<file path="src/rtl/imem_loader_if.sv">
// Host-to-loader byte stream plus the loader's instruction-memory write port and
// core-control outputs.
interface imem_loader_if #(
    parameter int ADDR_W = 10
);
    logic              start;
    logic              byte_valid;
    logic [7:0]        byte_data;
    logic              byte_ready;
    logic              im_we;
    logic [ADDR_W-1:0] im_addr;
    logic [31:0]       im_wdata;
    logic              cpu_reset;
    logic              busy;
    logic              done;
    logic              err;

    modport master (
        output start, byte_valid, byte_data,
        input  byte_ready, im_we, im_addr, im_wdata, cpu_reset, busy, done, err
    );

    modport slave (
        input  start, byte_valid, byte_data,
        output byte_ready, im_we, im_addr, im_wdata, cpu_reset, busy, done, err
    );
endinterface

</file>
<file path="src/rtl/imem_loader.sv">
// Program loader: length-prefixed byte stream -> big-endian 32-bit words written to
// instruction memory from address 0, holding the core in reset until the load completes.
module imem_loader #(
    parameter int ADDR_W = 10
) (
    input  logic         clk,
    input  logic         rst,
    imem_loader_if.slave bus
);
    localparam logic [31:0] CAP = 32'd1 << ADDR_W;

    typedef enum logic [2:0] {
        IDLE,
        LEN_HI,
        LEN_LO,
        DATA,
        DONE
    } state_t;

    state_t            state;
    logic [7:0]        len_hi;
    logic [ADDR_W:0]   n_words;
    logic [ADDR_W:0]   k;
    logic [1:0]        b;
    logic [23:0]       asm_hi;
    logic              xfer;
    logic [15:0]       len_word;
    logic [ADDR_W:0]   k_next;

    assign xfer     = bus.byte_valid & bus.byte_ready;
    assign len_word = {len_hi, bus.byte_data};
    assign k_next   = k + 1'b1;

    // Only the first three bytes are held; the fourth goes straight into im_wdata, so
    // the assembly path is free again in the same cycle the write is presented.
    always_ff @(posedge clk or posedge rst) begin
        if (rst) begin
            state          <= IDLE;
            len_hi         <= '0;
            n_words        <= '0;
            k              <= '0;
            b              <= '0;
            asm_hi         <= '0;
            bus.byte_ready <= 1'b0;
            bus.im_we      <= 1'b0;
            bus.im_addr    <= '0;
            bus.im_wdata   <= '0;
            bus.cpu_reset  <= 1'b1;
            bus.busy       <= 1'b0;
            bus.done       <= 1'b0;
            bus.err        <= 1'b0;
        end else begin
            bus.im_we <= 1'b0;
            bus.done  <= 1'b0;
            case (state)
                IDLE: begin
                    if (bus.start) begin
                        state          <= LEN_HI;
                        bus.err        <= 1'b0;
                        bus.cpu_reset  <= 1'b1;
                        bus.busy       <= 1'b1;
                        bus.byte_ready <= 1'b1;
                        k              <= '0;
                        b              <= '0;
                    end
                end
                LEN_HI: begin
                    if (xfer) begin
                        len_hi <= bus.byte_data;
                        state  <= LEN_LO;
                    end
                end
                LEN_LO: begin
                    if (xfer) begin
                        if (len_word == 16'd0) begin
                            state          <= DONE;
                            bus.byte_ready <= 1'b0;
                            bus.done       <= 1'b1;
                        end else if (32'(len_word) > CAP) begin
                            // Oversized program: abort with the core still held in reset.
                            state          <= IDLE;
                            bus.err        <= 1'b1;
                            bus.busy       <= 1'b0;
                            bus.byte_ready <= 1'b0;
                        end else begin
                            state   <= DATA;
                            n_words <= (ADDR_W + 1)'(len_word);
                            k       <= '0;
                            b       <= '0;
                        end
                    end
                end
                DATA: begin
                    if (xfer) begin
                        if (b == 2'd3) begin
                            bus.im_wdata <= {asm_hi, bus.byte_data};
                            bus.im_addr  <= k[ADDR_W-1:0];
                            bus.im_we    <= 1'b1;
                            k            <= k_next;
                            b            <= '0;
                            if (k_next == n_words) begin
                                state          <= DONE;
                                bus.byte_ready <= 1'b0;
                                bus.done       <= 1'b1;
                            end
                        end else begin
                            case (b)
                                2'd0:    asm_hi[23:16] <= bus.byte_data;
                                2'd1:    asm_hi[15:8]  <= bus.byte_data;
                                default: asm_hi[7:0]   <= bus.byte_data;
                            endcase
                            b <= b + 1'b1;
                        end
                    end
                end
                DONE: begin
                    state         <= IDLE;
                    bus.cpu_reset <= 1'b0;
                    bus.busy      <= 1'b0;
                end
                default: state <= IDLE;
            endcase
        end
    end
endmodule

</file>
<file path="src/flat_wrapper.sv">
// flat-port wrapper written by rule: the top's interface ports become plain ports
module imem_loader_flat 
#(
    parameter int ADDR_W = 10
)
  (clk, rst, bus_start, bus_byte_valid, bus_byte_data, bus_byte_ready, bus_im_we, bus_im_addr, bus_im_wdata, bus_cpu_reset, bus_busy, bus_done, bus_err);
  imem_loader_if #(.ADDR_W(ADDR_W)) bus_i ();
  input  logic clk;
  input  logic rst;
  input wire logic [$bits(bus_i.start)-1:0] bus_start;
  input wire logic [$bits(bus_i.byte_valid)-1:0] bus_byte_valid;
  input wire logic [$bits(bus_i.byte_data)-1:0] bus_byte_data;
  output wire logic [$bits(bus_i.byte_ready)-1:0] bus_byte_ready;
  output wire logic [$bits(bus_i.im_we)-1:0] bus_im_we;
  output wire logic [$bits(bus_i.im_addr)-1:0] bus_im_addr;
  output wire logic [$bits(bus_i.im_wdata)-1:0] bus_im_wdata;
  output wire logic [$bits(bus_i.cpu_reset)-1:0] bus_cpu_reset;
  output wire logic [$bits(bus_i.busy)-1:0] bus_busy;
  output wire logic [$bits(bus_i.done)-1:0] bus_done;
  output wire logic [$bits(bus_i.err)-1:0] bus_err;
  assign bus_i.start = bus_start;
  assign bus_i.byte_valid = bus_byte_valid;
  assign bus_i.byte_data = bus_byte_data;
  assign bus_byte_ready = bus_i.byte_ready;
  assign bus_im_we = bus_i.im_we;
  assign bus_im_addr = bus_i.im_addr;
  assign bus_im_wdata = bus_i.im_wdata;
  assign bus_cpu_reset = bus_i.cpu_reset;
  assign bus_busy = bus_i.busy;
  assign bus_done = bus_i.done;
  assign bus_err = bus_i.err;
  imem_loader #(.ADDR_W(ADDR_W)) u_core (.clk(clk), .rst(rst), .bus(bus_i));
endmodule
</file>
<file path="config.mk">
export PLATFORM = sky130hd
export DESIGN_NAME = imem_loader_flat
export DESIGN_NICKNAME = d
export VERILOG_FILES = /design/src/rtl/imem_loader_if.sv /design/src/rtl/imem_loader.sv /design/src/flat_wrapper.sv
export SDC_FILE = /design/constraint.sdc
export NUM_CORES = 1
export LEC_CHECK = 0
export ABC_AREA = 1
export ABC_CLOCK_PERIOD_IN_PS = 8580
export CAP_MARGIN = 20
export CORE_UTILIZATION = 50
export DETAILED_ROUTE_END_ITERATION = 10
export PLACE_DENSITY = 0.72
export SLEW_MARGIN = 20
export SYNTH_ARGS = -nofsm -noshare
export SYNTH_HDL_FRONTEND = slang
export SYNTH_SLANG_ARGS = --single-unit
</file>
<file path="constraint.sdc">
create_clock -name clk -period 8.58 [get_ports clk]
set_clock_uncertainty 0.05 [all_clocks]
set_input_delay 2.145 -clock clk [delete_from_list [all_inputs] [get_ports clk]]
set_output_delay 2.145 -clock clk [all_outputs]
set_load 0.02 [all_outputs]
</file>
Word level (Yosys, flattened, before mapping)
Cells that the tools add are included.
{"block": "classes", "n_bitwise": 5, "n_lt_le_gt_ge": 1, "div": 0, "shifts": 0, "eq_ne": 17, "add_sub_neg": 2, "reduce_logical": 21, "mul": 0, "muxes": 49}
{"cell": "$mux W11", "count": 6}
{"cell": "$pmux W11 S3", "count": 1}
{"cell": "$mux W1", "count": 21}
{"cell": "$mux W3", "count": 7}
{"cell": "$gt A16 B11 Y1 const B", "count": 1}
{"cell": "$logic_not A16 Y1", "count": 1}
{"cell": "$reduce_and A4 Y1", "count": 4}
{"cell": "$mux W2", "count": 7}
{"cell": "$reduce_and A7 Y1", "count": 2}
{"cell": "$ne A2 B1 Y1 const B", "count": 6}
{"cell": "$pmux W3 S4", "count": 1}
{"cell": "$reduce_and A6 Y1", "count": 2}
{"cell": "$add A11 B1 Y11 const B", "count": 1}
{"cell": "$eq A11 B11 Y1", "count": 1}
{"cell": "$reduce_and A5 Y1", "count": 2}
{"cell": "$eq A3 B2 Y1 const B", "count": 2}
{"cell": "$ne A2 B2 Y1 const B", "count": 3}
{"cell": "$pmux W1 S2", "count": 3}
{"cell": "$pmux W1 S3", "count": 2}
{"cell": "$pmux W2 S3", "count": 1}
{"cell": "$reduce_bool A3 Y1", "count": 2}
{"cell": "$not A1 Y1", "count": 4}
{"cell": "$reduce_and A2 Y1", "count": 2}
{"cell": "$reduce_bool A2 Y1", "count": 2}
{"cell": "11 further kinds", "count": 11}
{"block": "word_totals", "n_memories": 0, "register_bits": 107, "input_bits": 12, "latchBits": 0, "wordCells": 111, "out_inout_bits": 48, "ram_bits": 0, "rom_bits": 0}

Logic depth before layout (Yosys ltp)
Gate-level depths: netlist of the first run.
{"block": "logic_depth", "depth_word": 6, "ltp_mapped": 14, "mapped_depth_nobuf": 14}

Worst setup path after synthesis of the first run
Ideal clock, no wire load.
{"block": "synth_path", "path_type": "input to register", "from": "input bus_byte_data[0]", "to": "register u_core.k[2]", "path_stages": 9, "path_buffers": 1, "arrival_ps": 3196, "required_ps": 8403, "slack_ps": 5207, "setup_time_ps": 127, "cell_sequence": "inv_1 > nand4_1 > nor2_2 > a21oi_1 > o21ai_1 > nand3b_2 > buf_6 > nand2_1 > o21ai_0"}
{"block": "synth_via", "elab_chain_cells": 3, "word_cells_on_any_way": 5, "classes_between": "order compare: 1; eq/ne: 2; reduce/logical: 2"}
{"item": "from (decl)", "line": "flat_wrapper.sv:12", "text": "input wire logic [$bits(bus_i.byte_data)-1:0] bus_byte_data;"}
{"item": "$gt A16 B11 Y1 / $logic_not A16 Y1 (equally long branches)", "line": "imem_loader.sv:79, imem_loader.sv:75"}
{"item": "$ne A2 B2 Y1 (no line)"}
{"item": "$reduce_and A7 Y1 (no line) (*)"}
{"item": "to (signal assigned)", "line": "imem_loader.sv:99", "text": "k <= k_next;"}
{"item": "to (decl)", "line": "imem_loader.sv:23", "text": "logic [ADDR_W:0] k;"}
Mark *: on every way between the ends. The rest lies on a longest branch, timed or not.
A chain may end at the register's enable or synchronous reset.

Final worst setup path of the first run
{"block": "layout_path", "from": "input bus_byte_valid", "to": "register u_core.k[6]"}
{"block": "layout_via", "elab_chain_cells": 3, "word_cells_on_any_way": 4, "classes_between": "eq/ne: 2; bitwise: 1; reduce/logical: 1"}
{"item": "from (decl)", "line": "flat_wrapper.sv:11", "text": "input wire logic [$bits(bus_i.byte_valid)-1:0] bus_byte_valid;"}
{"item": "$and A1 B1 Y1 (*)", "line": "imem_loader.sv:30", "text": "assign xfer = bus.byte_valid & bus.byte_ready;"}
{"item": "$ne A2 B1 Y1 (no line)"}
{"item": "$reduce_and A7 Y1 (no line) (*)"}
Marks and branches as above.

==> flow_summary_export.csv, run 1 <==
group,metric,value,unit
route,antenna_left,0,
timing,rsz0062_at_grt,"no",
setup_path,critical_path_arrival,4.71,ns
die,dieArea,0.00980,sq mm
synthesis,ys_ff_latch,107,
synthesis,synthSimpleGateAreaFrac,0.266,
synthesis,synth_xor_xnor_area_share,0.00665,
grt,gr-usage-all-layers,0.227,
timing,period_share,0.521,
power_and_ir_drop,vdd_drop_max,0.142,mV
grt,grt-ovfl-total,0,
setup_path,critPathMaxFanout,67,
synthesis,synth_compound_area_frac,0.0910,
status,run_status,"completed",
timing,setup_tns,0,ns
grt,grt_pass1_wl,17.5,mm
timing,worst_pin_slew,0.947,ns
synthesis,synth.distinct_cells,33,
clock_network,cts_root_buf,"clkbuf_8",
synthesis,syn_area_per_cell,8.48,sq um
die,rows,35,
timing,relSlewSlack,0.368,
setup_path,critPathLaunchType,"input port",
clock_network,insertion_delay,0.36,ns
timing,max_freq,224,MHz
layout,areaGrowthSynthToFinish,18.2,%
clock_network,ctsResizeCount,0,
timing,fin_crit,4.47,ns
die,die_w,99,microns
clock_network,cts_max_path_buffers,2,
synthesis,async_reset_ff_frac,1.00,
die,boundaryPins,60,
route,firstDrtPassIters,4,
layout,final_util,0.604,
synthesis,synthFlopType,"dfrtp_1",
power_and_ir_drop,power_density,241,mW/mm^2
setup_path,worst-setup-path-type,"in -> reg",
placement,hpwl,6.96,mm
grt,grt_max_degree,73,
route,wirelength,10.1,mm
clock_network,cts_sinks,107,
setup_path,endpoint_kind,"flip-flop",
layout,antenna_cells,0,
clock_network,cts_tree,"yes",
layout,layout_commonest_cell,"nand2_1",
synthesis,netlist_area,0.00470,sq mm
route,drc,0,
setup_path,crit_slowest_cell,"inv_1",
clock_network,numCtsBuffers,9,
synthesis,synth_adder_area_share,0.0133,
synthesis,synth_top_family_by_area,"simple AND/OR/NAND/NOR gates",
clock_network,htreeDepth,3,
route,wl_per_cell,14.0,microns
route,num_vias,3743,
route,drtIter0Drc,150,
synthesis,synth_edf_count,0,
placement,placed_cells,708,
synthesis,ys_seq_area_frac,0.569,
placement,routabilityCongestion,0.876,
power_and_ir_drop,leakage,2.72,nW
clock_network,post-cts-setup-buffers,0,
setup_path,crit_chain,"clkdlybuf4s50_1 > nand2_1 > inv_1 > nand3_1 > nor2_1 > nand2_4 > inv_1 > nand3_1 > nand2_1",
placement,port_buffers,59,
setup_path,crit_path_max_incr_delay,0.86,ns
synthesis,yosys_warnings,0,
clock_network,cts_hold_buffers,0,
power_and_ir_drop,finalPower,1.34,mW
die,initial_core_util,0.512,
synthesis,synthCells,555,
setup_path,worst-path-buf-inv,3,
synthesis,synth_mux_area_frac,0,
setup_path,required,8.82,ns
die,core,0.00920,sq mm
setup_path,cpLargestDelayFamily,"buffers and inverters",
grt,antenna_found_initial,0,
layout,stdcell_count,724,
synthesis,synth_nets,572,
grt,grt_pass1_vias,3605,
layout,drive_gt1_frac,0.0587,
job,maxCapViolCount,0,
worst_hold_path,hp-class,"reg -> reg",
layout,layout_common_cells,"nand2_1, dfrtp_1, o21ai_0",
die,die_h,99,microns
timing,finalMaxSlewViolations,0,
clock_network,clk_pin_slew_worst_paths,0.11,ns
route,vias_per_cell,5.17,
timing,hold_viol,0,
layout,fin_nets,625,
timing,finalSetupViolCount,0,
layout,fill_cells,836,
[kinds of logic after synthesis]
kind of cell	after synthesis
fa+ha+maj	5
xor+xnor	2
simple gates	295
compound gates	83
flops	107
buf+inv	63
[state kept, by name (all words and copies together), names as in the netlist]
| signal | count |
|---|---|
| u_core.bus.im_wdata | 32 |
| u_core.asm_hi | 24 |
| u_core.k | 11 |
| u_core.n_words | 11 |
| u_core.bus.im_addr | 10 |
| u_core.len_hi | 8 |
| u_core.state | 3 |
| u_core.b | 2 |
| u_core.bus.busy | 1 |
| u_core.bus.byte_ready | 1 |
| u_core.bus.cpu_reset | 1 |
| u_core.bus.done | 1 |
| u_core.bus.err | 1 |
| u_core.bus.im_we | 1 |
[power by group]
group          switching [mW]  internal (mW)
logic                   0.217          0.142
clock network           0.174          0.125
registers              0.0720          0.608
[cells in the mapped netlist, types with 2 or more instances]
cell      count  area share
clkbuf_1      9      0.0072
nor3_1        3      0.0032
nand2_1     220        0.18
dfrtp_1     106        0.56
ha_1          5       0.013
nand3b_1      5      0.0080
nor2_2        3      0.0040
nand2_2       2      0.0027
o21ai_1      12       0.013
o21ai_2       2      0.0037
nand4_1       5      0.0066
inv_1        44       0.035
nor2_1       18       0.014
a31oi_1       2      0.0027
a21oi_1       4      0.0043
nand3_1      29       0.031
o21ai_0      62       0.066
nand3_2       2      0.0043
buf_2         8      0.0085
[layout make-up]
cell class,instances,area [sq um],share of cell area
clock buffer,11,151,0.0272
multi-input combinational,385,1780,0.320
timing repair buffer,60,598,0.108
tap,111,139,0.0250
clock inverter,5,41.3,0.00743
inverter,45,171,0.0308
sequential,107,2680,0.482
[worst min-delay path, stage by stage, from the launching register on]
cell and delay (ns):
dfrtp_1 0.36, nand2_1 0.05, nand2_1 0.05
[metrics by stage]
| step | worst slack (ns) | area [sq um] | hold slack, ns |
|---|---|---|---|
| finish | 4.11 | 5560 | 0.430 |
| global route | 3.83 | 5560 | 0.447 |
| CTS | 3.74 | 5550 | 0.431 |
| detailed placement | 3.37 | 5360 | 0.403 |
| global placement | 3.44 | 5360 | 0.401 |
| floorplan | 3.57 | 4700 | 0.392 |
[path summary, 6_finish.rpt]
check                                                  start                             endpoint  slack [ns]  depth (start not counted)
setup reg to reg           u_core.bus.byte_ready$_DFFE_PP0P_              u_core.k[6]$_DFFE_PP0P_        5.96                          8
hold / removal                  u_core.asm_hi[0]$_DFFE_PP0P_   u_core.bus.im_wdata[8]$_DFFE_PP0P_        0.43                          2
hold reg to reg                 u_core.asm_hi[0]$_DFFE_PP0P_   u_core.bus.im_wdata[8]$_DFFE_PP0P_        0.43                          2
min in group asynchronous                                rst  u_core.bus.im_wdata[10]$_DFFE_PP0P_        2.08                          2
setup / recovery                              bus_byte_valid              u_core.k[6]$_DFFE_PP0P_        4.11                          9
max in group asynchronous                                rst       u_core.n_words[10]$_DFFE_PP0P_        5.16                          3
[routing by layer]
layer | vias to the layer above | part of all wire | GRT usage
li1 | 1875 | - | -
met1 | 1785 | 0.46 | 0.313
met2 | 72 | 0.49 | 0.379
met3 | 11 | 0.047 | 0.0298
met4 | 0 | 0.011 | 0.0654
met5 | - | 0 | 0
No activity file was read; power rests on OpenSTA's default activity.
==> run 2, diff against run 1 <==
--- a/config.mk
+++ b/config.mk
@@ -6,7 +6,7 @@
 export NUM_CORES = 1
 export LEC_CHECK = 0
 export ABC_AREA = 1
-export ABC_CLOCK_PERIOD_IN_PS = 8580
+export ABC_CLOCK_PERIOD_IN_PS = 4600
 export CAP_MARGIN = 20
 export CORE_UTILIZATION = 50
 export DETAILED_ROUTE_END_ITERATION = 10
==> constraint.sdc (replaced) <==
create_clock -name clk -period 4.6 [get_ports clk]
set_clock_uncertainty 0.05 [all_clocks]
set_input_delay 1.15 -clock clk [delete_from_list [all_inputs] [get_ports clk]]
set_output_delay 1.15 -clock clk [all_outputs]
set_load 0.02 [all_outputs]
==> flow_summary_export.csv, run 2 (synthesis gave the netlist of run 1 again) <==
group,metric,value,unit
power_and_ir_drop,power_density,449,mW/mm^2
setup_path,endpoint_kind,"flip-flop",
route,antenna_left,0,
timing,fin_crit,2.98,ns
clock_network,ctsResizeCount,0,
die,boundaryPins,60,
grt,antenna_found_initial,0,
timing,worst_pin_slew,1.00,ns
clock_network,cts_sinks,107,
grt,grt_pass1_wl,17.0,mm
setup_path,crit_chain,"clkdlybuf4s50_1 > nand2_1 > inv_1 > nand3_1 > nor2_1 > nand2_2 > inv_1 > nand3_1 > nand2_1",
power_and_ir_drop,vdd_drop_max,0.247,mV
grt,grt-ovfl-total,0,
route,drc,0,
die,dieArea,0.00980,sq mm
timing,relSlewSlack,0.332,
timing,max_freq,335,MHz
layout,areaGrowthSynthToFinish,18.3,%
setup_path,required,4.85,ns
setup_path,crit_slowest_cell,"inv_1",
layout,fill_cells,819,
placement,routabilityCongestion,0.872,
clock_network,clk_pin_slew_worst_paths,0.12,ns
clock_network,htreeDepth,3,
layout,final_util,0.605,
setup_path,crit_path_max_incr_delay,0.73,ns
setup_path,critPathLaunchType,"input port",
clock_network,post-cts-setup-buffers,0,
grt,grt_pass1_vias,3507,
layout,drive_gt1_frac,0.0587,
die,die_h,99,microns
grt,gr-usage-all-layers,0.223,
setup_path,critical_path_arrival,3.24,ns
route,drtIter0Drc,239,
layout,top_register,"u_core.bus.im_wdata",
timing,holdWs,0.431,ns
clock_network,insertion_delay,0.37,ns
die,initial_core_util,0.512,
clock_network,numCtsBuffers,9,
setup_path,worst-setup-path-type,"in -> reg",
die,rows,35,
placement,hpwl,7.07,mm
layout,fin_nets,626,
layout,seqCellArea,0.00268,sq mm
status,run_status,"completed",
clock_network,cts_root_buf,"clkbuf_8",
clock_network,cts_hold_buffers,0,
timing,period_share,0.649,
timing,finalMaxSlewViolations,0,
timing,hold_viol,0,
timing,setup_tns,0,ns
clock_network,cts_max_path_buffers,2,
layout,layout_commonest_cell,"nand2_1",
grt,grt_max_degree,81,
job,maxCapViolCount,0,
route,wl_per_cell,14.1,microns
layout,multi_input_area,0.00177,sq mm
timing,rsz0062_at_grt,"no",
worst_hold_path,hp-class,"reg -> reg",
die,die_w,99,microns
placement,port_buffers,59,
route,num_vias,3736,
route,vias_per_cell,5.16,
route,firstDrtPassIters,4,
layout,largestRegisters,"u_core.bus.im_wdata (32), u_core.asm_hi (24)",
layout,largest_reg_flops,32,
clock_network,cts_tree,"yes",
route,wirelength,10.2,mm
timing,finalSetupViolCount,0,
setup_path,critPathMaxFanout,30,
power_and_ir_drop,leakage,2.70,nW
layout,antenna_cells,0,
die,core,0.00920,sq mm
layout,layout_common_cells,"nand2_1, dfrtp_1, o21ai_0",
==> run 2: cell type report <==
cell class | count | area share
Sequential cell | 107 | 0.481
Multi-Input combinational cell | 385 | 0.319
Timing Repair Buffer | 61 | 0.111
Inverter | 45 | 0.0308
Tap cell | 111 | 0.0249
Clock buffer | 9 | 0.0223
Clock inverter | 6 | 0.0110
==> run 2: worst max-delay path, delay by kind of cell <==
family | cells | cell delay [ns]
and+or+nand+nor | 6 | 0.77
buffers and inverters | 3 | 1.31
==> run 2: through the flow <==
stage	std cells	power [mW]	setup slack [ns]	instance area, sq um
2_1_floorplan	555	1.76	0.584	4700
3_3_place_gp	709	1.94	1.25	5380
3_5_place_dp	709	1.97	1.23	5380
4_1_cts	724	2.52	1.63	5570
5_1_grt	724	2.67	1.38	5570
6_report	724	2.50	1.62	5570
==> run 2: layer usage <==
metal  wire [microns]  part of all wire  track usage
met4               99            0.0097       0.0712
met1             4810              0.47        0.313
met5                0                 0            0
met3              472             0.046       0.0312
met2             4860              0.47        0.363
==> run 2: report_power, final <==
| group | internal, mW | total (mW) | switching [mW] |
|---|---|---|---|
| sequential | 1.13 | 1.28 | 0.142 |
| clock | 0.208 | 0.555 | 0.347 |
| combinational | 0.265 | 0.667 | 0.402 |
==> run 2: final timing paths <==
path                                              startpoint                                   to  slack, ns  cells after the start
max in group asynchronous                                rst     u_core.bus.cpu_reset$_DFFE_PP1P_       2.68                      3
setup / recovery                              bus_byte_valid              u_core.k[5]$_DFFE_PP0P_       1.62                      9
hold / removal                  u_core.asm_hi[6]$_DFFE_PP0P_  u_core.bus.im_wdata[14]$_DFFE_PP0P_       0.43                      2
min in group asynchronous                                rst    u_core.bus.im_addr[1]$_DFFE_PP0P_       1.05                      2
hold reg to reg                 u_core.asm_hi[6]$_DFFE_PP0P_  u_core.bus.im_wdata[14]$_DFFE_PP0P_       0.43                      2
setup reg to reg           u_core.bus.byte_ready$_DFFE_PP0P_              u_core.k[5]$_DFFE_PP0P_       2.45                      8
